===== config.mk =====
export PLATFORM = sky130hd
export DESIGN_NAME = s3g_rx_flat
export DESIGN_NICKNAME = d
export VERILOG_FILES = /design/src/rtl/s3g_pkg.sv /design/src/rtl/s3g_rx_if.sv /design/src/rtl/s3g_crc8.sv /design/src/rtl/s3g_rx.sv /design/src/flat_wrapper.sv
export SDC_FILE = /design/constraint.sdc
export NUM_CORES = 1
export LEC_CHECK = 0
export BUFFER_PORTS_ARGS = -buffer_cell sky130_fd_sc_hd__buf_4
export CAP_MARGIN = 20
export CORE_ASPECT_RATIO = 2
export CORE_MARGIN = 8
export CORE_UTILIZATION = 30
export DETAILED_ROUTE_END_ITERATION = 16
export GPL_TIMING_DRIVEN = 0
export PLACE_DENSITY_LB_ADDON = 0.1
export SYNTH_ARGS = -nofsm -noshare
export SYNTH_HDL_FRONTEND = slang
export SYNTH_SLANG_ARGS = --single-unit

===== constraint.sdc =====
create_clock -name clk -period 6.9 [get_ports clk]
set_clock_uncertainty 0.1 [all_clocks]
set_input_delay 1.035 -clock clk [delete_from_list [all_inputs] [get_ports clk]]
set_output_delay 1.035 -clock clk [all_outputs]
set_load 0.01 [all_outputs]

===== src/rtl/s3g_pkg.sv =====
// Shared S3G definitions: framing constants, receiver states and the
// team CRC8 step (poly 0x07, MSB first) used by both rx and tx paths.
package s3g_pkg;

    localparam logic [7:0] S3G_START   = 8'hD5;
    localparam int         S3G_MAX_LEN = 16;

    typedef enum logic [1:0] {
        S_IDLE,
        S_LEN,
        S_DATA,
        S_CRC
    } s3g_state_e;

    function automatic logic [7:0] nextCRC8_D8(
        input logic [7:0] data,
        input logic [7:0] crc
    );
        logic [7:0] c;
        c = crc ^ data;
        for (int i = 0; i < 8; i++) begin
            c = c[7] ? ((c << 1) ^ 8'h07) : (c << 1);
        end
        return c;
    endfunction

endpackage


===== src/rtl/s3g_rx_if.sv =====
// Byte stream in from the UART receiver, framed packet out to the
// command decoder. The source side is master, the framer is slave.
interface s3g_rx_if;

    logic [7:0] rx_data;
    logic       rx_valid;
    logic       packet_valid;
    logic       crc_error;
    logic       len_error;
    logic       timeout_error;
    logic       busy;
    logic [7:0] payload_len;
    logic [7:0] buf0, buf1, buf2, buf3, buf4, buf5, buf6, buf7;
    logic [7:0] buf8, buf9, buf10, buf11, buf12, buf13, buf14, buf15;

    modport master (
        output rx_data, rx_valid,
        input  packet_valid, crc_error, len_error, timeout_error,
        input  busy, payload_len,
        input  buf0, buf1, buf2, buf3, buf4, buf5, buf6, buf7,
        input  buf8, buf9, buf10, buf11, buf12, buf13, buf14, buf15
    );

    modport slave (
        input  rx_data, rx_valid,
        output packet_valid, crc_error, len_error, timeout_error,
        output busy, payload_len,
        output buf0, buf1, buf2, buf3, buf4, buf5, buf6, buf7,
        output buf8, buf9, buf10, buf11, buf12, buf13, buf14, buf15
    );

endinterface


===== src/rtl/s3g_crc8.sv =====
// Registered CRC8 accumulator: clear has priority over en.
module s3g_crc8
    import s3g_pkg::*;
(
    input  logic       clk,
    input  logic       rst,
    input  logic       clear,
    input  logic       en,
    input  logic [7:0] data,
    output logic [7:0] crc
);

    logic [7:0] crc_q, crc_d;

    always_comb begin
        crc_d = crc_q;
        if (clear) begin
            crc_d = 8'h00;
        end else if (en) begin
            crc_d = nextCRC8_D8(data, crc_q);
        end
    end

    always_ff @(posedge clk) begin
        if (rst) crc_q <= 8'h00;
        else     crc_q <= crc_d;
    end

    assign crc = crc_q;

endmodule


===== src/rtl/s3g_rx.sv =====
// S3G receive framer: hunts 0xD5, captures length, payload and CRC8.
// Define S3G_RX_TIMEOUT_EN to build the inter-byte timeout counter.
module s3g_rx
    import s3g_pkg::*;
#(
    parameter int MAX_LEN = S3G_MAX_LEN
`ifdef S3G_RX_TIMEOUT_EN
    ,
    parameter int TIMEOUT_CYCLES = 1000000
`endif
) (
    input logic       clk,
    input logic       rst,
    s3g_rx_if.slave   bus
);

    localparam logic [7:0] MAX_B = 8'(MAX_LEN);

    s3g_state_e state_q, state_d;
    logic [7:0] len_q, len_d;
    logic [3:0] cnt_q, cnt_d;
    logic [7:0] wbuf_q [S3G_MAX_LEN];
    logic [7:0] wbuf_d [S3G_MAX_LEN];
    logic [7:0] obuf_q [S3G_MAX_LEN];
    logic [7:0] obuf_d [S3G_MAX_LEN];
    logic [7:0] plen_q, plen_d;
    logic       pv_q, pv_d;
    logic       ce_q, ce_d;
    logic       le_q, le_d;
    logic       te_q, te_d;
    logic [7:0] crc_val;
    logic       crc_clr;
    logic       crc_en;
    logic       expire;
    logic       busy;

    assign busy = (state_q != S_IDLE);

`ifdef S3G_RX_TIMEOUT_EN
    localparam int TW = $clog2(TIMEOUT_CYCLES);

    logic [TW-1:0] tmo_q, tmo_d;

    // An arriving byte always beats expiry on the same cycle.
    always_comb begin
        tmo_d  = '0;
        expire = 1'b0;
        if (busy && !bus.rx_valid) begin
            if (tmo_q == TW'(TIMEOUT_CYCLES - 1)) expire = 1'b1;
            else tmo_d = tmo_q + 1'b1;
        end
    end

    always_ff @(posedge clk) begin
        if (rst) tmo_q <= '0;
        else     tmo_q <= tmo_d;
    end
`else
    assign expire = 1'b0;
`endif

    always_ff @(posedge clk) begin
        if (rst) state_q <= S_IDLE;
        else     state_q <= state_d;
    end

    always_comb begin
        state_d = state_q;
        if (expire) begin
            state_d = S_IDLE;
        end else if (bus.rx_valid) begin
            unique case (state_q)
                S_IDLE: if (bus.rx_data == S3G_START) state_d = S_LEN;
                S_LEN: begin
                    if (bus.rx_data > MAX_B)       state_d = S_IDLE;
                    else if (bus.rx_data == 8'h00) state_d = S_CRC;
                    else                           state_d = S_DATA;
                end
                S_DATA: begin
                    if ({4'd0, cnt_q} == len_q - 8'd1) state_d = S_CRC;
                end
                S_CRC:   state_d = S_IDLE;
                default: state_d = S_IDLE;
            endcase
        end
    end

    always_comb begin
        len_d   = len_q;
        cnt_d   = cnt_q;
        wbuf_d  = wbuf_q;
        obuf_d  = obuf_q;
        plen_d  = plen_q;
        pv_d    = 1'b0;
        ce_d    = 1'b0;
        le_d    = 1'b0;
        te_d    = expire;
        crc_clr = 1'b0;
        crc_en  = 1'b0;
        if (bus.rx_valid) begin
            unique case (state_q)
                S_LEN: begin
                    if (bus.rx_data > MAX_B) begin
                        le_d = 1'b1;
                    end else begin
                        len_d   = bus.rx_data;
                        cnt_d   = 4'd0;
                        crc_clr = 1'b1;
                    end
                end
                S_DATA: begin
                    wbuf_d[cnt_q] = bus.rx_data;
                    crc_en        = 1'b1;
                    cnt_d         = cnt_q + 4'd1;
                end
                S_CRC: begin
                    if (bus.rx_data == crc_val) begin
                        pv_d   = 1'b1;
                        plen_d = len_q;
                        // Stale bytes from a longer earlier packet are masked.
                        for (int i = 0; i < S3G_MAX_LEN; i++) begin
                            obuf_d[i] = (8'(i) < len_q) ? wbuf_q[i] : 8'h00;
                        end
                    end else begin
                        ce_d = 1'b1;
                    end
                end
                default: ;
            endcase
        end
    end

    always_ff @(posedge clk) begin
        if (rst) begin
            len_q  <= 8'h00;
            cnt_q  <= 4'd0;
            plen_q <= 8'h00;
            pv_q   <= 1'b0;
            ce_q   <= 1'b0;
            le_q   <= 1'b0;
            te_q   <= 1'b0;
            for (int i = 0; i < S3G_MAX_LEN; i++) begin
                wbuf_q[i] <= 8'h00;
                obuf_q[i] <= 8'h00;
            end
        end else begin
            len_q  <= len_d;
            cnt_q  <= cnt_d;
            plen_q <= plen_d;
            pv_q   <= pv_d;
            ce_q   <= ce_d;
            le_q   <= le_d;
            te_q   <= te_d;
            wbuf_q <= wbuf_d;
            obuf_q <= obuf_d;
        end
    end

    s3g_crc8 u_crc (
        .clk   (clk),
        .rst   (rst),
        .clear (crc_clr),
        .en    (crc_en),
        .data  (bus.rx_data),
        .crc   (crc_val)
    );

    assign bus.packet_valid  = pv_q;
    assign bus.crc_error     = ce_q;
    assign bus.len_error     = le_q;
    assign bus.timeout_error = te_q;
    assign bus.busy          = busy;
    assign bus.payload_len   = plen_q;
    assign bus.buf0  = obuf_q[0];
    assign bus.buf1  = obuf_q[1];
    assign bus.buf2  = obuf_q[2];
    assign bus.buf3  = obuf_q[3];
    assign bus.buf4  = obuf_q[4];
    assign bus.buf5  = obuf_q[5];
    assign bus.buf6  = obuf_q[6];
    assign bus.buf7  = obuf_q[7];
    assign bus.buf8  = obuf_q[8];
    assign bus.buf9  = obuf_q[9];
    assign bus.buf10 = obuf_q[10];
    assign bus.buf11 = obuf_q[11];
    assign bus.buf12 = obuf_q[12];
    assign bus.buf13 = obuf_q[13];
    assign bus.buf14 = obuf_q[14];
    assign bus.buf15 = obuf_q[15];

endmodule

===== src/flat_wrapper.sv =====
// flat-port wrapper written by rule: the top's interface ports become plain ports
module s3g_rx_flat import s3g_pkg::*;
#(
    parameter int MAX_LEN = S3G_MAX_LEN

)
  (clk, rst, bus_rx_data, bus_rx_valid, bus_packet_valid, bus_crc_error, bus_len_error, bus_timeout_error, bus_busy, bus_payload_len, bus_buf0, bus_buf1, bus_buf2, bus_buf3, bus_buf4, bus_buf5, bus_buf6, bus_buf7, bus_buf8, bus_buf9, bus_buf10, bus_buf11, bus_buf12, bus_buf13, bus_buf14, bus_buf15);
  s3g_rx_if bus_i ();
  input logic clk;
  input logic rst;
  input wire logic [$bits(bus_i.rx_data)-1:0] bus_rx_data;
  input wire logic [$bits(bus_i.rx_valid)-1:0] bus_rx_valid;
  output wire logic [$bits(bus_i.packet_valid)-1:0] bus_packet_valid;
  output wire logic [$bits(bus_i.crc_error)-1:0] bus_crc_error;
  output wire logic [$bits(bus_i.len_error)-1:0] bus_len_error;
  output wire logic [$bits(bus_i.timeout_error)-1:0] bus_timeout_error;
  output wire logic [$bits(bus_i.busy)-1:0] bus_busy;
  output wire logic [$bits(bus_i.payload_len)-1:0] bus_payload_len;
  output wire logic [$bits(bus_i.buf0)-1:0] bus_buf0;
  output wire logic [$bits(bus_i.buf1)-1:0] bus_buf1;
  output wire logic [$bits(bus_i.buf2)-1:0] bus_buf2;
  output wire logic [$bits(bus_i.buf3)-1:0] bus_buf3;
  output wire logic [$bits(bus_i.buf4)-1:0] bus_buf4;
  output wire logic [$bits(bus_i.buf5)-1:0] bus_buf5;
  output wire logic [$bits(bus_i.buf6)-1:0] bus_buf6;
  output wire logic [$bits(bus_i.buf7)-1:0] bus_buf7;
  output wire logic [$bits(bus_i.buf8)-1:0] bus_buf8;
  output wire logic [$bits(bus_i.buf9)-1:0] bus_buf9;
  output wire logic [$bits(bus_i.buf10)-1:0] bus_buf10;
  output wire logic [$bits(bus_i.buf11)-1:0] bus_buf11;
  output wire logic [$bits(bus_i.buf12)-1:0] bus_buf12;
  output wire logic [$bits(bus_i.buf13)-1:0] bus_buf13;
  output wire logic [$bits(bus_i.buf14)-1:0] bus_buf14;
  output wire logic [$bits(bus_i.buf15)-1:0] bus_buf15;
  assign bus_i.rx_data = bus_rx_data;
  assign bus_i.rx_valid = bus_rx_valid;
  assign bus_packet_valid = bus_i.packet_valid;
  assign bus_crc_error = bus_i.crc_error;
  assign bus_len_error = bus_i.len_error;
  assign bus_timeout_error = bus_i.timeout_error;
  assign bus_busy = bus_i.busy;
  assign bus_payload_len = bus_i.payload_len;
  assign bus_buf0 = bus_i.buf0;
  assign bus_buf1 = bus_i.buf1;
  assign bus_buf2 = bus_i.buf2;
  assign bus_buf3 = bus_i.buf3;
  assign bus_buf4 = bus_i.buf4;
  assign bus_buf5 = bus_i.buf5;
  assign bus_buf6 = bus_i.buf6;
  assign bus_buf7 = bus_i.buf7;
  assign bus_buf8 = bus_i.buf8;
  assign bus_buf9 = bus_i.buf9;
  assign bus_buf10 = bus_i.buf10;
  assign bus_buf11 = bus_i.buf11;
  assign bus_buf12 = bus_i.buf12;
  assign bus_buf13 = bus_i.buf13;
  assign bus_buf14 = bus_i.buf14;
  assign bus_buf15 = bus_i.buf15;
  s3g_rx #(.MAX_LEN(MAX_LEN)) u_core (.clk(clk), .rst(rst), .bus(bus_i));
endmodule

==> reports/results.txt <==
CTS Hold Bufs: 0
GRT Total Usage: 16.0%
maximum vdd drop: 0.228 mV
GR Util met2: 29.1%
row cnt: 97
DIE WIDTH: 148 um
CP peak stage delay: 810 ps
synthesized instance count: 1017
Placer Congestion: 0.815
H-tree depth: 1
sequential fraction of the synthesis area: 55.2%
Filler cells: 3524
worst hold path class: reg2reg
nets: 1216
status: finished, final reports clean
Pre-antenna DRT Iters: 5
routing usage on met1: 18.1%
Final Hold Violating Endpoints: 0
endpoints failing setup: 0
DIE HEIGHT: 280 um
final period utilization: 55.4%
Final min period: 3820 ps
commonest non-fill, non-tap cells in the layout: 289 x dfxtp_1, 212 x nor2_1, 149 x buf_4
initial antenna violation count: 0
critical-path cell list: buf_4 -> clkbuf_1 -> xor2_1 -> inv_1 -> ha_1 -> nand3_1 -> nor3_1 -> nand2_1 -> clkbuf_1 -> a21oi_1 -> a22o_1
Slew HR: 33.7%
CP max stage cell: a21oi_1
most used cell, CP: clkbuf_1
clk sinks: 289
Syn Std Cell Area: 10500 sq um
WP data arrival: 4200 ps
cts bufs inserted: 27
synth unique cells: 44
Remaining DRCs: 0
synthesis warning total: 0
Placed Area: 12200 sq um
Non-Filler Instances: 1661
IO Count: 152
Routed WL: 33.5 mm
Required @ worst endpoint: 7280 ps
Slew Limit Fails: 0
pin count of the biggest net entering global routing: 16
commonest non-fill, non-tap cell in the layout: dfxtp_1
Post-DP HPWL: 24.0 mm
Synthesized Nets: 1038
CTS tree: built
total core area: 34700 sq um
routed vias/inst: 4.76
antenna-violating nets left: 0
Avg WL per Cell: 20.2 um
Worst Setup Start Kind: input port
port bufs: 148
top_reg_cell synth: dfxtp_1
measured slew at the worst slew-check pin: 994 ps
post-route cell area: 13100 sq um
#FFs+latches synth: 289
P per Cell Area: 252 nW/um^2
unrepaired setup endpoints after global routing: no
ratio of cells with drive above 1 in the final layout: 18.4%
Top Usage Layer GRT: met2
Max clock buf depth: 3
area occupied by multi-input gates: 4340 sq um
EDFF count, synth: 0
Leakage: 5.25 nW
Tot Pwr: 3.28 mW
async set-or-reset flop fraction in the synthesized netlist: 0%
clock root buffer: clkbuf_16
clk_lat worst skew: 540 ps
Fmax: 262 MHz
CTS resizes: 0
number of diodes: 0
Area Overhead vs Synth: 24.5%
Crit Path Max Fanout: 10
Setup TNS: 0 ps
vias in the first global route: 8122
Inst Count DP: 1610
first-pass GRT wire length: 50.2 mm
CP Class: in2reg
GRT Residual Overflow: 0
Syn Area/Cell: 10.3 sq um
Worst setup EP type: flop
initial drt markers: 326
Initial Utilization: 30.2%
number of setup buffers added after CTS: 0
via count: 7905
maxcap violations: 0
clock slew at reported path FFs: 70 ps
Setup WS pre-CTS: 2470 ps
Die ar.: 41600 sq um
met3 Use GR: 2.79%
final worst slack: 3080 ps
register area: 5790 sq um
## Yosys cell counts, types with 2 or more instances
master	number	area [sq um]
xor2_1	13	114
a211oi_1	3	22.5
buf_2	10	50.1
a211o_1	2	17.5
mux2i_1	136	1360
xnor2_1	12	105
a21oi_1	40	200
nand3_1	10	50.1
a22o_1	76	666
or4_1	4	30.0
nand4b_1	2	17.5
nor2_2	12	75.1
xnor3_1	2	45.0
nor3_1	5	25.0
nor4_1	5	31.3
or3_1	2	12.5
inv_1	15	56.3
or4b_2	2	20.0
nor2_1	212	796
clkbuf_1	47	176
nand2_1	25	93.8
buf_1	8	30.0
buf_6	4	45.0
nand2b_1	11	68.8
a22oi_1	43	323
dfxtp_1	289	5790
ha_1	10	125
## critical path: cells and delay by family
family,cells,cell delay (ps)
AO/OA/AOI/OAI,2,1050
adder cells (fa/ha/maj),1,150
buffers and inverters,4,1210
XOR/XNOR,1,280
AND/OR/NAND/NOR,3,470
## logic make-up after synthesis
logic type      Yosys count  synth area share, %
simple gates            297                 12.2
other cells               1               0.0358
compound gates          171                 12.2
flops                   289                 55.2
xor+xnor                 28                 2.74
fa+ha+maj                10                 1.19
buf+inv                  85                 3.48
mux                     136                 13.0
## per-stage QoR
stage | utilization [%] | hold WS, ps
global placement | 35.0 | 348
global route | 37.6 | 383
detailed placement | 35.0 | 352
floorplan | - | 341
finish | 37.6 | 366
CTS | 37.6 | 366
## layout make-up
type	count	share of cell area, %
clock buffers	39	5.98
plain buffers	70	2.37
multi-input cells	643	33.2
flip-flops and latches	289	44.3
clock inverters	11	0.910
well taps	445	4.26
repair buffers	149	8.55
inverters	15	0.431
## sequential cells by signal, summed over array words and instances (netlist names), 4 cells and up, named ones only
name,cells
u_core.bus.buf0,8
u_core.bus.buf1,8
u_core.bus.buf10,8
u_core.bus.buf11,8
u_core.bus.buf12,8
u_core.bus.buf13,8
u_core.bus.buf14,8
u_core.bus.buf15,8
u_core.bus.buf2,8
u_core.bus.buf3,8
u_core.bus.buf4,8
u_core.bus.buf5,8
u_core.bus.buf6,8
u_core.bus.buf7,8
u_core.bus.buf8,8
u_core.bus.buf9,8
u_core.bus.payload_len,8
u_core.cnt_q,4
u_core.len_q,8
u_core.u_crc.crc,8
u_core.wbuf_q,128
## path summary, 6_finish.rpt
check,slack [ps],from,endpoint,cells after the start
worst max-delay path,3080,bus_rx_data[3],u_core.bus.buf14[2],11
worst min-delay path,370,u_core.u_crc.crc[3],u_core.u_crc.crc[3],2
worst max register to register,4060,u_core.u_crc.crc[7],u_core.bus.buf14[2],8
worst min register to register,370,u_core.u_crc.crc[3],u_core.u_crc.crc[3],2
## per-layer routing
layer / part of all wire (%) / up-vias
met3: 5.4 / 52
met4: 2.9 / 0
li1: - / 3894
met5: 0 / -
met2: 51 / 228
met1: 41 / 3731
## report_power, final
part | switching, mW | internal [mW] | total, mW
combinational | 0.0743 | 0.0249 | 0.0992
sequential | 0.0000221 | 1.67 | 1.67
clock | 0.654 | 0.864 | 1.52
Note: power is estimated with default switching activity, not from simulation.
